$ cat src/rtl/wdg_rst_gen_if.sv
// Stage-output bus between the watchdog/software side and wdg_rst_gen.
// master: drives the timeout levels and software pulses.
// slave : the reset generator, which returns the interrupt/reset status.
interface wdg_rst_gen_if #(
  parameter int CNT_WIDTH = 8
);
  logic                 irq1;
  logic                 irq2;
  logic                 irq_ack;
  logic                 cause_clr;
  logic                 irq_pend;
  logic                 rst_pending;
  logic                 sys_rst_n;
  logic                 rst_cause_wdg;
  logic [CNT_WIDTH-1:0] rst_count;

  modport master (
    output irq1, irq2, irq_ack, cause_clr,
    input  irq_pend, rst_pending, sys_rst_n, rst_cause_wdg, rst_count
  );

  modport slave (
    input  irq1, irq2, irq_ack, cause_clr,
    output irq_pend, rst_pending, sys_rst_n, rst_cause_wdg, rst_count
  );
endinterface

$ cat src/rtl/wdg_rst_gen.sv
// Watchdog reset generator: stage-1 timeout -> pending interrupt with ack,
// stage-2 timeout -> holdoff / stretched sys_rst_n pulse / recovery.
// Runs in the power-on reset domain (res_n), never from sys_rst_n.
// Optional macro WDG_RSTGEN_CAUSE_EN adds the sticky watchdog-cause flag
// and the saturating watchdog-reset counter; without it both read 0.
module wdg_rst_gen #(
  parameter int HOLDOFF_CYCLES = 16,
  parameter int PULSE_CYCLES   = 64,
  parameter int RECOVER_CYCLES = 32,
  parameter int CNT_WIDTH      = 8
) (
  input logic          clk,
  input logic          res_n,
  wdg_rst_gen_if.slave bus
);

  localparam int MAX_HP = (HOLDOFF_CYCLES > PULSE_CYCLES) ? HOLDOFF_CYCLES : PULSE_CYCLES;
  localparam int MAX_C  = (MAX_HP > RECOVER_CYCLES) ? MAX_HP : RECOVER_CYCLES;
  localparam int TW     = $clog2(MAX_C) + 1;

  // Reload values; zero-length phases are skipped by the FSM, so their load is unused.
  localparam logic [TW-1:0] HOLD_LD  = (HOLDOFF_CYCLES > 0) ? TW'(HOLDOFF_CYCLES - 1) : '0;
  localparam logic [TW-1:0] PULSE_LD = TW'(PULSE_CYCLES - 1);
  localparam logic [TW-1:0] REC_LD   = (RECOVER_CYCLES > 0) ? TW'(RECOVER_CYCLES - 1) : '0;

  typedef enum logic [1:0] {
    ST_IDLE,
    ST_HOLDOFF,
    ST_ASSERT,
    ST_RECOVER
  } state_e;

  state_e        state_q;
  logic [TW-1:0] timer_q;
  logic          rst_pending_q;
  logic          sys_rst_n_q;
  logic          irq1_q;
  logic          irq_pend_q;

  // Stage-1: edge-detect irq1 into a pending flag; a new edge beats a same-cycle ack.
  always_ff @(posedge clk or negedge res_n) begin
    if (!res_n) begin
      irq1_q     <= 1'b0;
      irq_pend_q <= 1'b0;
    end else begin
      irq1_q <= bus.irq1;
      if (bus.irq1 && !irq1_q) begin
        irq_pend_q <= 1'b1;
      end else if (bus.irq_ack) begin
        irq_pend_q <= 1'b0;
      end
    end
  end

  // Stage-2 sequencer; outputs are registered alongside the state they belong to.
  always_ff @(posedge clk or negedge res_n) begin
    if (!res_n) begin
      state_q       <= ST_IDLE;
      timer_q       <= '0;
      rst_pending_q <= 1'b0;
      sys_rst_n_q   <= 1'b1;
    end else begin
      unique case (state_q)
        ST_IDLE: begin
          if (bus.irq2) begin
            if (HOLDOFF_CYCLES > 0) begin
              state_q       <= ST_HOLDOFF;
              timer_q       <= HOLD_LD;
              rst_pending_q <= 1'b1;
            end else begin
              state_q     <= ST_ASSERT;
              timer_q     <= PULSE_LD;
              sys_rst_n_q <= 1'b0;
            end
          end
        end
        ST_HOLDOFF: begin
          if (timer_q == '0) begin
            state_q       <= ST_ASSERT;
            timer_q       <= PULSE_LD;
            rst_pending_q <= 1'b0;
            sys_rst_n_q   <= 1'b0;
          end else begin
            timer_q <= timer_q - TW'(1);
          end
        end
        ST_ASSERT: begin
          if (timer_q == '0) begin
            sys_rst_n_q <= 1'b1;
            if (RECOVER_CYCLES > 0) begin
              state_q <= ST_RECOVER;
              timer_q <= REC_LD;
            end else begin
              state_q <= ST_IDLE;
              timer_q <= '0;
            end
          end else begin
            timer_q <= timer_q - TW'(1);
          end
        end
        ST_RECOVER: begin
          if (timer_q == '0) begin
            state_q <= ST_IDLE;
          end else begin
            timer_q <= timer_q - TW'(1);
          end
        end
        default: begin
          state_q       <= ST_IDLE;
          timer_q       <= '0;
          rst_pending_q <= 1'b0;
          sys_rst_n_q   <= 1'b1;
        end
      endcase
    end
  end

  assign bus.irq_pend    = irq_pend_q;
  assign bus.rst_pending = rst_pending_q;
  assign bus.sys_rst_n   = sys_rst_n_q;

`ifdef WDG_RSTGEN_CAUSE_EN
  logic                 assert_entry;
  logic                 cause_q;
  logic                 cause_d;
  logic [CNT_WIDTH-1:0] cnt_q;
  logic [CNT_WIDTH-1:0] cnt_d;

  // Detect the cycle the sequencer moves into ASSERT.
  always_comb begin
    assert_entry = 1'b0;
    if (state_q == ST_IDLE && bus.irq2 && HOLDOFF_CYCLES == 0) begin
      assert_entry = 1'b1;
    end
    if (state_q == ST_HOLDOFF && timer_q == '0) begin
      assert_entry = 1'b1;
    end
  end

  // Clear is applied first so a coincident ASSERT entry leaves count=1, flag=1.
  always_comb begin
    cnt_d   = cnt_q;
    cause_d = cause_q;
    if (bus.cause_clr) begin
      cnt_d   = '0;
      cause_d = 1'b0;
    end
    if (assert_entry) begin
      cause_d = 1'b1;
      if (cnt_d != '1) begin
        cnt_d = cnt_d + CNT_WIDTH'(1);
      end
    end
  end

  // Cause record: only res_n clears it, never the sys_rst_n it produced.
  always_ff @(posedge clk or negedge res_n) begin
    if (!res_n) begin
      cause_q <= 1'b0;
      cnt_q   <= '0;
    end else begin
      cause_q <= cause_d;
      cnt_q   <= cnt_d;
    end
  end

  assign bus.rst_cause_wdg = cause_q;
  assign bus.rst_count     = cnt_q;
`else
  logic unused_cause_clr;
  assign unused_cause_clr  = bus.cause_clr;
  assign bus.rst_cause_wdg = 1'b0;
  assign bus.rst_count     = {CNT_WIDTH{1'b0}};
`endif

endmodule

$ cat src/flat_wrapper.sv
// flat-port wrapper written by rule: the top's interface ports become plain ports
module wdg_rst_gen_flat 
#(
  parameter int HOLDOFF_CYCLES = 16,
  parameter int PULSE_CYCLES   = 64,
  parameter int RECOVER_CYCLES = 32,
  parameter int CNT_WIDTH      = 8
)
  (clk, res_n, bus_irq1, bus_irq2, bus_irq_ack, bus_cause_clr, bus_irq_pend, bus_rst_pending, bus_sys_rst_n, bus_rst_cause_wdg, bus_rst_count);
  wdg_rst_gen_if #(.CNT_WIDTH(CNT_WIDTH)) bus_i ();
  input logic clk;
  input logic res_n;
  input wire logic [$bits(bus_i.irq1)-1:0] bus_irq1;
  input wire logic [$bits(bus_i.irq2)-1:0] bus_irq2;
  input wire logic [$bits(bus_i.irq_ack)-1:0] bus_irq_ack;
  input wire logic [$bits(bus_i.cause_clr)-1:0] bus_cause_clr;
  output wire logic [$bits(bus_i.irq_pend)-1:0] bus_irq_pend;
  output wire logic [$bits(bus_i.rst_pending)-1:0] bus_rst_pending;
  output wire logic [$bits(bus_i.sys_rst_n)-1:0] bus_sys_rst_n;
  output wire logic [$bits(bus_i.rst_cause_wdg)-1:0] bus_rst_cause_wdg;
  output wire logic [$bits(bus_i.rst_count)-1:0] bus_rst_count;
  assign bus_i.irq1 = bus_irq1;
  assign bus_i.irq2 = bus_irq2;
  assign bus_i.irq_ack = bus_irq_ack;
  assign bus_i.cause_clr = bus_cause_clr;
  assign bus_irq_pend = bus_i.irq_pend;
  assign bus_rst_pending = bus_i.rst_pending;
  assign bus_sys_rst_n = bus_i.sys_rst_n;
  assign bus_rst_cause_wdg = bus_i.rst_cause_wdg;
  assign bus_rst_count = bus_i.rst_count;
  wdg_rst_gen #(.HOLDOFF_CYCLES(HOLDOFF_CYCLES), .PULSE_CYCLES(PULSE_CYCLES), .RECOVER_CYCLES(RECOVER_CYCLES), .CNT_WIDTH(CNT_WIDTH)) u_core (.clk(clk), .res_n(res_n), .bus(bus_i));
endmodule
$ cat config.mk
export PLATFORM = sky130hd
export DESIGN_NAME = wdg_rst_gen_flat
export DESIGN_NICKNAME = d
export VERILOG_FILES = /design/src/rtl/wdg_rst_gen_if.sv /design/src/rtl/wdg_rst_gen.sv /design/src/flat_wrapper.sv
export SDC_FILE = /design/constraint.sdc
export NUM_CORES = 1
export LEC_CHECK = 0
export BUFFER_PORTS_ARGS = -buffer_cell sky130_fd_sc_hd__buf_2
export CAP_MARGIN = 20
export CELL_PAD_IN_SITES_DETAIL_PLACEMENT = 1
export CELL_PAD_IN_SITES_GLOBAL_PLACEMENT = 2
export CORE_UTILIZATION = 29
export CTS_CLUSTER_SIZE = 14
export DETAILED_ROUTE_END_ITERATION = 12
export PLACE_DENSITY = 0.83
export SLEW_MARGIN = 20
export SYNTH_ARGS = -nofsm -noshare
export SYNTH_HDL_FRONTEND = slang
export SYNTH_SLANG_ARGS = --single-unit
export TNS_END_PERCENT = 50
$ cat constraint.sdc
create_clock -name clk -period 1.9 [get_ports clk]
set_input_delay 0.19 -clock clk [delete_from_list [all_inputs] [get_ports clk]]
set_output_delay 0.19 -clock clk [all_outputs]
set_load 0.02 [all_outputs]
---- Word level (Yosys, flattened, before mapping) ----
Index checks and enable logic that the tools add are counted.
word-level totals
  bits in registers ....................... 13
  bits of input ports ..................... 6
  output and inout port bits .............. 12
cells by class
  add/subtract/negate cells ............... 1
  equality and inequality tests ........... 8
  muxes and demuxes ....................... 17
  reduce and logical (&&, ||, !) cells .... 11
operators with widths
  kind                   number
  $mux W7                4
  $pmux W7 S4            1
  $mux W2                4
  $pmux W2 S4            1
  $logic_not A7 Y1       1
  $sub A7 B1 Y7 const B  1
  $ne A2 B1 Y1 const B   3
  $reduce_and A3 Y1      2
  $reduce_bool A2 Y1     3
  $mux W1                5
  $eq A2 B2 Y1 const B   2
  $ne A2 B2 Y1 const B   2
  $pmux W1 S2            2
  $reduce_and A4 Y1      1
  $eq A2 B1 Y1 const B   1
  $logic_not A2 Y1       1
  $reduce_and A2 Y1      1
  $logic_and A1 B1 Y1    1
  $logic_not A1 Y1       1

---- Longest topological paths before layout ----
  word-level depth ........................ 3
  mapped depth ............................ 7
  mapped depth without buffers ............ 6

---- Worst setup path after synthesis ----
OpenSTA, ideal clock, no wires.
  path kind ............................... register to register
  start ................................... register u_core.timer_q[0]
  end ..................................... register u_core.state_q[1]
  slack ................................... 92 ps
  stages on the path, launching flop included .. 8
  arrival time ............................ 1680 ps
  cells stage by stage .................... dfrtp_1 inv_1 ha_1 nor3b_1 and2_1 buf_6 o21a_1 mux2_1
on the way
  cells in the longest elaborated chain, start to end .. 3
ends and longest elaborated chain
  element                               RTL line                                                  RTL
  start: declaration                    wdg_rst_gen.sv:34                                         logic [TW-1:0] timer_q;
  start signal: assignment              wdg_rst_gen.sv:84                                         timer_q <= timer_q - TW'(1);
  start signal: assignment              wdg_rst_gen.sv:98                                         timer_q <= timer_q - TW'(1);
  start signal: assignment              wdg_rst_gen.sv:105                                        timer_q <= timer_q - TW'(1);
  $logic_not A7 Y1 *                    wdg_rst_gen.sv:78, wdg_rst_gen.sv:88, wdg_rst_gen.sv:102
  $ne A2 B1 Y1 (no source line)         n/a
  $reduce_and A4 Y1 (no source line) *  n/a
  end signal: assignment                wdg_rst_gen.sv:79                                         state_q <= ST_ASSERT;
  end signal: assignment                wdg_rst_gen.sv:91                                         state_q <= ST_RECOVER;
  end signal: assignment                wdg_rst_gen.sv:103                                        state_q <= ST_IDLE;
  end: declaration                      wdg_rst_gen.sv:33                                         state_e state_q;
Mark *: on every way between the ends. The rest lies on a longest branch, timed or not.
A chain may end at the register's enable or synchronous reset.

---- Worst setup path in the final report ----
  start ................................... register u_core.timer_q[1]
  end ..................................... register u_core.timer_q[6]
on the way
  cells in the longest elaborated chain, start to end .. 3
ends and longest elaborated chain
  element                                                   RTL line            RTL
  $sub A7 B1 Y7 / $logic_not A7 Y1 (equally long branches)  n/a
  $mux W7 (tied with other cells)                           wdg_rst_gen.sv:102  if (timer_q == '0) begin
  $pmux W7 S4 / $reduce_and A2 Y1 (equally long branches)   n/a
Several ways; a longest one is shown, not always the timed one. The select of a mux whose other input is x is not followed.

==> impl_metrics.py <==
metrics = {
    "status": {
        "status": "completed",
    },
    "final_layout": {
        "final_area_um2": 961,
        "drive_gt1_share_pct": 27.7,
        "antenna_cells": 0,
        "final_core_util_pct": 35.1,
        "fin_cells": 132,
        "final_nets": 114,
        "synthToLayoutAreaGrowth_pct": 15.3,
    },
    "power": {
        "sw_frac_of_total_pct": 43.1,
        "leakagePower_nw": 0.452,
        "power_density_mw_per_mm2": 1840,
        "irDropWorstVdd_uv": 921,
        "fin_total_pwr_mw": 1.77,
        "seqPwrFrac_pct": 29.3,
        "p_switching_uw": 763,
        "comb_power_share_pct": 60.8,
        "intPower_mw": 1.01,
        "p_clk_share_pct": 9.9,
    },
    "clock_tree": {
        "htreeDepth": 1,
        "worstSkewPairLatency_ns": 0.28,
        "cts_tree": "yes",
        "clock_sinks": 13,
        "cts_root_buf": "clkbuf_4",
        "cts_max_path_buffers": 2,
        "clkTransAtPathRegs_ns": 0.08,
        "cts_buffers": 3,
    },
    "sta": {
        "grt_setup_unrepaired": "no",
        "timing.final.hold_violations": 0,
        "tns_ns": 0,
        "finalMaxSlewViolations": 0,
        "clock_skew_ns": 0.00294,
        "fmax_mhz": 553,
        "timing.final.crit_period_ns": 1.81,
        "finalCritPeriodShare_pct": 95.2,
        "setup_slack_ns": 0.0920,
        "fin_hold_ws_ns": 0.0252,
        "setup-violations-final": 0,
    },
    "synth": {
        "synth-seq-cells": 13,
        "ys_warn_count": 0,
        "synth_cell_types": 33,
        "syn-cell-area_um2": 833,
        "synth.avg_cell_area_um2": 9.80,
        "ys_seq_area_share_pct": 39.2,
        "syn_inst": 85,
    },
    "worst_setup_path": {
        "r2r_slack_ns": 0.09,
        "max_stage_delay_ns": 0.41,
        "worstPathRequired_ns": 2.08,
        "setup.worst_path.end": "u_core.timer_q[6]$_DFFE_PN0P_",
        "r2r_cells": 6,
        "r2r-end": "u_core.timer_q[6]$_DFFE_PN0P_",
        "crit_arrival_ns": 1.99,
        "crit_slowest_cell": "dfrtp_1",
        "crit_type": "flip-flop to flip-flop",
        "r2r-start": "u_core.timer_q[1]$_DFFE_PN0P_",
        "cp-start-kind": "flip-flop",
        "crit_start": "u_core.timer_q[1]$_DFFE_PN0P_",
        "worst-path-max-fanout": 5,
        "crit_chain": "inv_1 > ha_1 > nor3b_2 > and2_2 > a211o_1 > o41ai_2",
        "worstSetupEndpointType": "flip-flop",
    },
    "placed_design": {
        "place_area_um2": 907,
        "place_hpwl_um": 1400,
        "dp.cells": 127,
        "dp_slack_ns": 0.0521,
        "port-buffer-count": 7,
        "gp_congestion": 0.794,
    },
    "detailed_routing": {
        "wl_met1_um": 802,
        "drt_wl_total_um": 1810,
        "dr.pass1.iters": 3,
        "wire_per_inst_um": 13.7,
        "drc": 0,
        "dr_wl_met3_um": 51,
        "vias": 653,
        "drtAntennaViolNets": 0,
        "via_per_inst": 4.95,
        "wl_met2_um": 894,
        "highest_layer": "met4",
        "drt_iter0_markers": 8,
    },
    "worst_hold_path": {
        "hold-path-cell-count": 1,
        "hold_class": "input pin to flip-flop",
        "min_from": "bus_irq1",
    },
    "floorplan": {
        "die_x_um": 55.6,
        "start_util_pct": 30.5,
        "io-pin-count": 18,
        "die_h_um": 55.6,
        "coreArea_mm2": 0.00273,
        "die_area_mm2": 0.00309,
        "num_rows": 19,
    },
    "job": {
        "maxCapViolations": 0,
    },
    "grt": {
        "grt_pass1_vias": 688,
        "grt_pass1_wl_um": 3160,
        "grtUsageTotal_pct": 13.6,
        "grt_max_degree": 14,
        "grt_antenna_before_repair": 0,
        "grt.overflow.total": 0,
    },
}
==> worst max-delay path, delay by kind of cell, from the launching register on <==
kind | cells | cell delay (ns)
compound gates | 2 | 0.64
flops | 1 | 0.41
fa+ha+maj | 1 | 0.21
buf+inv | 1 | 0.08
simple gates | 2 | 0.38
==> logic make-up after synthesis <==
kind of cell               synth area share [%]
AOI/OAI and AO/OA                          22.5
and+or+nand+nor                            13.5
buffers and inverters                      12.6
DFF                                        39.2
adders and majority gates                  9.01
muxes                                      2.70
other                                     0.450
==> how the worst min path moves through the flow <==
stage                                                  to
after CTS                         u_core.irq1_q$_DFF_PN0_
final                             u_core.irq1_q$_DFF_PN0_
after global placement      u_core.timer_q[5]$_DFFE_PN0P_
after floorplan           u_core.bus.irq_pend$_DFFE_PN0P_
after detailed placement    u_core.timer_q[5]$_DFFE_PN0P_
after global routing              u_core.irq1_q$_DFF_PN0_
==> sequential cells by signal, indices dropped and copies added (netlist names) <==
signal                  cells
u_core.bus.irq_pend         1
u_core.bus.rst_pending      1
u_core.bus.sys_rst_n        1
u_core.irq1_q               1
u_core.state_q              2
u_core.timer_q              7
==> power by group through the flow <==
stage	combinational [mW]	clock, mW	sequential (mW)
floorplan	0.742	0	0.518
global placement	1.01	0	0.508
detailed placement	1.06	0	0.517
CTS	1.06	0.185	0.514
global route	1.21	0.197	0.537
finish	1.08	0.176	0.517
==> synthesized netlist by cell type, drive strengths merged <==
cell | instances | share of area, %
a211o | 1 | 1.1
a21oi | 5 | 3.0
a22o | 1 | 1.2
a31oi | 1 | 0.75
and2 | 1 | 0.75
buf | 10 | 9.5
clkbuf | 1 | 0.45
conb | 1 | 0.45
dfrtp | 12 | 36
dfstp | 1 | 3.2
ha | 6 | 9.0
inv | 6 | 2.7
mux2 | 2 | 2.7
nand2 | 4 | 1.8
nand2b | 2 | 1.5
nand3 | 3 | 1.8
nand3b | 1 | 0.90
nor2 | 3 | 1.4
nor2b | 2 | 1.5
nor3 | 4 | 3.0
nor3b | 1 | 0.90
o211ai | 1 | 0.90
o21a | 1 | 0.90
o21ai | 4 | 2.4
o22a | 4 | 4.2
o22ai | 1 | 0.75
o31a | 2 | 2.4
o31ai | 2 | 1.8
o32a | 1 | 1.2
o41ai | 1 | 2.0
==> cells in the final DEF (no fill, tap or decap), types with 2 or more instances in the layout <==
cell type,instances
nor3_2,2
dfrtp_1,12
o21ai_0,4
nand2b_1,2
ha_1,6
a21oi_1,5
o31a_2,2
buf_4,7
o31ai_1,2
nor2b_1,2
o22a_1,4
clkbuf_4,3
nand3_1,3
conb_1,9
nor3_1,2
buf_2,7
nand2_1,4
inv_1,6
nor2_1,3
==> metal layers <==
layer	up-vias	track usage, %
met1	319	16.9
met5	-	0
met3	5	2.79
met2	11	20.8
li1	318	-
met4	0	9.64
==> timing repair <==
| item | 4_1_cts | 5_1_grt |
|---|---|---|
| gates resized for setup | 0 | 4 |
| hold buffers | 1 | 0 |
| endpoints found under the hold margin | 12 | 0 |
| setup buffers | 0 | 0 |
| setup endpoints to repair | 0 | 6 |
==> cell type report <==
class / instances / area (µm²)
repair buffers: 15 / 97.6
clock buffers: 4 / 26.3
flip-flops and latches: 13 / 327
fillers: 315 / 1770
well taps: 31 / 38.8
inverters: 6 / 22.5
multi-input cells: 63 / 449
Power figures use the tool's default switching activity.
